File: config.mk
export PLATFORM = sky130hd
export DESIGN_NAME = alu_share_arbiter
export DESIGN_NICKNAME = d
export VERILOG_FILES = /design/src/rtl/alu_share_arbiter.sv
export SDC_FILE = /design/constraint.sdc
export NUM_CORES = 1
export LEC_CHECK = 0
export ABC_CLOCK_PERIOD_IN_PS = 1600
export CORE_AREA = 4 4 123 125
export DETAILED_ROUTE_END_ITERATION = 10
export DIE_AREA = 0 0 127 129
export DONT_BUFFER_PORTS = 1
export SLEW_MARGIN = 20
export SYNTH_ARGS = -nofsm -noshare
export SYNTH_HDL_FRONTEND = slang
export SYNTH_SLANG_ARGS = --single-unit
export TNS_END_PERCENT = 100
File: constraint.sdc
create_clock -name clk -period 1.6 [get_ports clk]
set_clock_uncertainty 0.05 [all_clocks]
set_input_delay 0.16 -clock clk [delete_from_list [all_inputs] [get_ports clk]]
set_output_delay 0.16 -clock clk [all_outputs]
set_load 0.1 [all_outputs]
File: src/rtl/alu_share_arbiter.sv
// Round-robin sharing of one combinational ALU between an execute port (A)
// and a branch/address port (B), with a one-entry registered result slot per port.
module alu_share_arbiter #(
  parameter int unsigned DATA_WIDTH = 32,
  parameter int unsigned OP_WIDTH   = 4,
  parameter int unsigned COMP_WIDTH = 3
) (
  input  logic                  clk,
  input  logic                  rst,
  input  logic                  a_req_valid,
  output logic                  a_req_ready,
  input  logic [OP_WIDTH-1:0]   a_op,
  input  logic [DATA_WIDTH-1:0] a_din1,
  input  logic [DATA_WIDTH-1:0] a_din2,
  output logic                  a_resp_valid,
  input  logic                  a_resp_ready,
  output logic [DATA_WIDTH-1:0] a_dout,
  output logic [COMP_WIDTH-1:0] a_comp,
  input  logic                  b_req_valid,
  output logic                  b_req_ready,
  input  logic [OP_WIDTH-1:0]   b_op,
  input  logic [DATA_WIDTH-1:0] b_din1,
  input  logic [DATA_WIDTH-1:0] b_din2,
  output logic                  b_resp_valid,
  input  logic                  b_resp_ready,
  output logic [DATA_WIDTH-1:0] b_dout,
  output logic [COMP_WIDTH-1:0] b_comp,
  output logic [OP_WIDTH-1:0]   alu_op,
  output logic [DATA_WIDTH-1:0] alu_din1,
  output logic [DATA_WIDTH-1:0] alu_din2,
  input  logic [DATA_WIDTH-1:0] alu_dout,
  input  logic [COMP_WIDTH-1:0] alu_comp
);

  localparam logic [OP_WIDTH-1:0] ALU_OP_NOP = '0;

  logic ptr_b;  // 1: B wins the next tie, 0: A wins
  logic elig_a, elig_b;
  logic grant_a, grant_b;

  // A port may issue when its result slot is empty or draining this cycle
  always_comb begin
    elig_a  = a_req_valid && (!a_resp_valid || a_resp_ready);
    elig_b  = b_req_valid && (!b_resp_valid || b_resp_ready);
    grant_a = elig_a && (!elig_b || !ptr_b);
    grant_b = elig_b && (!elig_a || ptr_b);
  end

  assign a_req_ready = grant_a;
  assign b_req_ready = grant_b;

  // Operand routing to the shared ALU
  always_comb begin
    alu_op   = ALU_OP_NOP;
    alu_din1 = '0;
    alu_din2 = '0;
    if (grant_a) begin
      alu_op   = a_op;
      alu_din1 = a_din1;
      alu_din2 = a_din2;
    end else if (grant_b) begin
      alu_op   = b_op;
      alu_din1 = b_din1;
      alu_din2 = b_din2;
    end
  end

  always_ff @(posedge clk or negedge rst) begin
    if (!rst) begin
      ptr_b <= 1'b0;
    end else if (grant_a) begin
      ptr_b <= 1'b1;
    end else if (grant_b) begin
      ptr_b <= 1'b0;
    end
  end

  // Port A result slot: capture on accept, clear on drain, data held otherwise
  always_ff @(posedge clk or negedge rst) begin
    if (!rst) begin
      a_resp_valid <= 1'b0;
      a_dout       <= '0;
      a_comp       <= '0;
    end else if (grant_a) begin
      a_resp_valid <= 1'b1;
      a_dout       <= alu_dout;
      a_comp       <= alu_comp;
    end else if (a_resp_valid && a_resp_ready) begin
      a_resp_valid <= 1'b0;
    end
  end

  always_ff @(posedge clk or negedge rst) begin
    if (!rst) begin
      b_resp_valid <= 1'b0;
      b_dout       <= '0;
      b_comp       <= '0;
    end else if (grant_b) begin
      b_resp_valid <= 1'b1;
      b_dout       <= alu_dout;
      b_comp       <= alu_comp;
    end else if (b_resp_valid && b_resp_ready) begin
      b_resp_valid <= 1'b0;
    end
  end

endmodule

==> impl_metrics.csv <==
group,metric,value,unit
clock_tree,tritoncts,"done",
global_route,antenna_violations_before_repair,0,
cells_and_area,fill_cell_total_of_the_finished_layout,1181,
worst_setup_path,path_class,"flop to primary output",
power_and_ir_drop,power.density_cell_area,2080,nW/µm²
cells_and_area,synthToLayoutAreaGrowth,90.9,%
logic_synthesis,yosys_warnings,0,
power_and_ir_drop,sw_frac_of_total,0.568,
logic_synthesis,ys_ff_latch,73,
sta,max-slew-margin-rel,0.798,
place,placement.io_buffers,0,
sta,final.period_utilization,1.35,
clock_tree,cts_num_sinks,73,
place,dp.cells,487,
clock_tree,h-tree-depth,3,
global_route,gr-total-overflow,0,
job,timing.max_cap.violations,0,
routing,routed_via_density,5.01,
worst_setup_path,startpoint,"a_resp_valid",
logic_synthesis,synth_cell_type_count,16,
power_and_ir_drop,clock_power_share,0.129,
floorplanning,die_height,129,µm
sta,layout_min_cycle_time,2.16,ns
global_route,grt_util_all_layers,0.182,
cells_and_area,finalNetCount,574,
power_and_ir_drop,power_report.internal_total,5.88,mW
worst_setup_path,startpoint_of_the_worst_slack_reg_to_reg_timing_path,"a_resp_valid",
sta,timing_hold_violations_final,73,
routing,route.vias.total,2916,
routing,routedWlPerCell,28.8,µm
clock_tree,clk_pin_slew,0.05,ns
min_path,hold_path_class,"input port to async pin",
global_route,via_count_of_the_first_global_routing_pass,3108,
floorplanning,initial_utilization,0.247,
routing,drcViolationCount,0,
logic_synthesis,synth_fp_nets,420,
sta,worst_margin_slew,0.305,ns
worst_setup_path,endpoint_kind,"primary output",
routing,final_antenna_net_count,0,
clock_tree,post_cts_hold_buffers,37,
routing,drt_iter0_drc,112,
cells_and_area,multiInputGateArea,2330,µm²
global_route,grt_max_degree,74,
logic_synthesis,yosysSeqAreaShare,0.533,
place,detailedPlace.worstSlack,-0.317,ns
power_and_ir_drop,power.share.combinational,0.677,
global_route,first_pass_grt_wire_length,21.6,mm
sta,setup_ws,-0.564,ns
place,routabilityCongestion,0.771,
logic_synthesis,post_synthesis_cells,243,
power_and_ir_drop,vdd_drop_max,1.40,mV
cells_and_area,finish.cell_count_without_fillers,582,
worst_setup_path,crit_required,1.39,ns
floorplanning,core_area,13900,µm²
worst_setup_path,cp-start-kind,"flop",
power_and_ir_drop,post-layout-total-power,13.6,mW
place,detailed_place_hpwl,11.9,mm
sta,rsz_0062_raised_after_global_routing,"yes",
cells_and_area,num_antenna_cells,0,
worst_setup_path,timing.critical_path.fanout_max,8,
sta,max_freq,0.462,GHz
floorplanning,die_w,127,µm
cells_and_area,layout.area.seq,1830,µm²
routing,detail_route.first_pass.iterations,4,
run_status,status,"complete, but fails checks",
floorplanning,pin_count,319,
worst_setup_path,crit_arrival,1.95,ns
clock_tree,clk-insertion-delay-late,0.32,ns
clock_tree,number_of_clock_buffers_inserted_by_tritoncts,9,
clock_tree,cts_root_buffer,"clkbuf_16",
sta,final-setup-viol-count,142,
power_and_ir_drop,power_leakage,3.12,nW
clock_tree,ctsLongestPathBuffers,2,
routing,routed_wirelength,16.8,mm
run_status,violations_in_the_final_reports,"hold timing, setup timing",
power_and_ir_drop,power.share.sequential,0.194,
power_and_ir_drop,power.net_switching,7.73,mW
cells_and_area,layout_cells_sized_above_1,0.711,
sta,fin_hold_ws,-0.521,ns
floorplanning,die_outline_area,16400,µm²
logic_synthesis,synthesis.area_per_instance,14.1,µm²
sta,final-max-slew-violation-count,0,
floorplanning,floorplan.rows,43,
logic_synthesis,netlist_area,3430,µm²
==> layout make-up <==
type | instances | area share
clock inverter | 3 | 0.00268
sequential | 73 | 0.280
tap | 180 | 0.0344
timing repair buffer | 164 | 0.287
inverter | 2 | 0.00191
multi-input combinational | 147 | 0.357
clock buffer | 13 | 0.0367
==> synth_stat cells <==
master | n | share of area
o2bb2ai_1 | 1 | 0.0026
nand2b_4 | 2 | 0.0080
mux2_2 | 62 | 0.20
o211ai_4 | 1 | 0.0062
buf_2 | 10 | 0.015
inv_2 | 1 | 0.0011
nor2b_2 | 1 | 0.0026
mux2_1 | 8 | 0.026
or2_2 | 1 | 0.0018
a311oi_2 | 1 | 0.0044
buf_4 | 6 | 0.013
clkbuf_1 | 5 | 0.0055
a22o_1 | 68 | 0.17
nand2_1 | 2 | 0.0022
inv_1 | 1 | 0.0011
dfrtp_1 | 73 | 0.53
==> state kept, by name, summed over array words and instances, names as in the netlist <==
name          flops
a_comp            3
b_comp            3
a_dout           32
b_dout           32
a_resp_valid      1
b_resp_valid      1
ptr_b             1
==> worst max-delay path: stages (launching register included) <==
cell       delay, ns
dfrtp_4         0.47
nor2b_4         0.14
a311oi_4        0.24
buf_12          0.17
buf_12          0.13
clkbuf_16       0.16
a22o_4          0.32
==> final timing paths <==
| path | cells after the start | slack (ns) | to |
|---|---|---|---|
| max in group asynchronous | 0 | 1.92 | a_dout[11] |
| setup reg to reg | 10 | -0.53 | b_dout[6] |
| min in group clk | 2 | 0 | b_resp_valid |
| setup / recovery | 6 | -0.56 | alu_din2[1] |
| hold / removal | 0 | -0.52 | b_dout[29] |
| hold reg to reg | 1 | 0.46 | b_dout[29] |
==> kinds of logic (layout without fill, tap and decap cells) <==
group,count (synthesis),in the layout,synth area share
AO/OA/AOI/OAI,71,71,0.187
buffers and inverters,23,182,0.0354
flip-flops,73,73,0.533
multiplexers,70,70,0.230
AND/OR/NAND/NOR,6,6,0.0146
==> timing repair <==
item | in CTS | in global routing
pin swaps | 8 | 12
resized for setup | 53 | 74
endpoints found under the hold margin | 144 | 73
setup buffers | 13 | 20
cloned | 11 | 6
setup endpoints to repair | 140 | 142
==> power groups by stage <==
| stage | clock network [mW] | registers [mW] | logic [mW] |
|---|---|---|---|
| CTS | 1.80 | 2.62 | 8.86 |
| global placement | 0 | 2.60 | 8.09 |
| finish | 1.76 | 2.65 | 9.21 |
| global route | 1.88 | 2.71 | 9.40 |
| detailed placement | 0 | 2.63 | 8.12 |
| floorplan | 0 | 6.19 | 3.35 |
==> per-layer routing <==
| layer | global-route usage | share of wire | up-vias |
|---|---|---|---|
| met5 | 0 | 0 | - |
| met4 | 0.0366 | 0.013 | 0 |
| met3 | 0.0756 | 0.11 | 18 |
| met2 | 0.321 | 0.53 | 182 |
| met1 | 0.208 | 0.35 | 1476 |
| li1 | - | - | 1240 |
==> stage by stage <==
stage | TNS [ns] | utilization | area (µm²)
after floorplan | -45.66 | - | 4090
after detailed placement | -35.34 | 0.351 | 4870
after global routing | -77.13 | 0.471 | 6540
final | -66.54 | 0.471 | 6540
after CTS | -67.29 | 0.444 | 6160
after global placement | -31.37 | 0.351 | 4870
==> layout by cell type, fill, tap and decap left out <==
cell / netlist / final
clkinvlp_4: 0 / 1
inv_1: 1 / 1
dlygate4sd3_1: 0 / 37
o211ai_4: 1 / 1
or2_2: 1 / 1
inv_6: 0 / 1
clkinv_2: 0 / 2
clkbuf_1: 5 / 4
nand2b_4: 2 / 2
nor2b_4: 0 / 1
mux2_2: 62 / 5
a22o_4: 0 / 68
buf_4: 6 / 78
o2bb2ai_1: 1 / 1
mux2_4: 0 / 65
nand2_1: 2 / 2
dfrtp_4: 0 / 2
buf_12: 0 / 16
clkbuf_16: 0 / 14
dfrtp_1: 73 / 71
buf_16: 0 / 9
a311oi_4: 0 / 1
buf_6: 0 / 15
buf_8: 0 / 4
(Power assumes the default switching activity.)
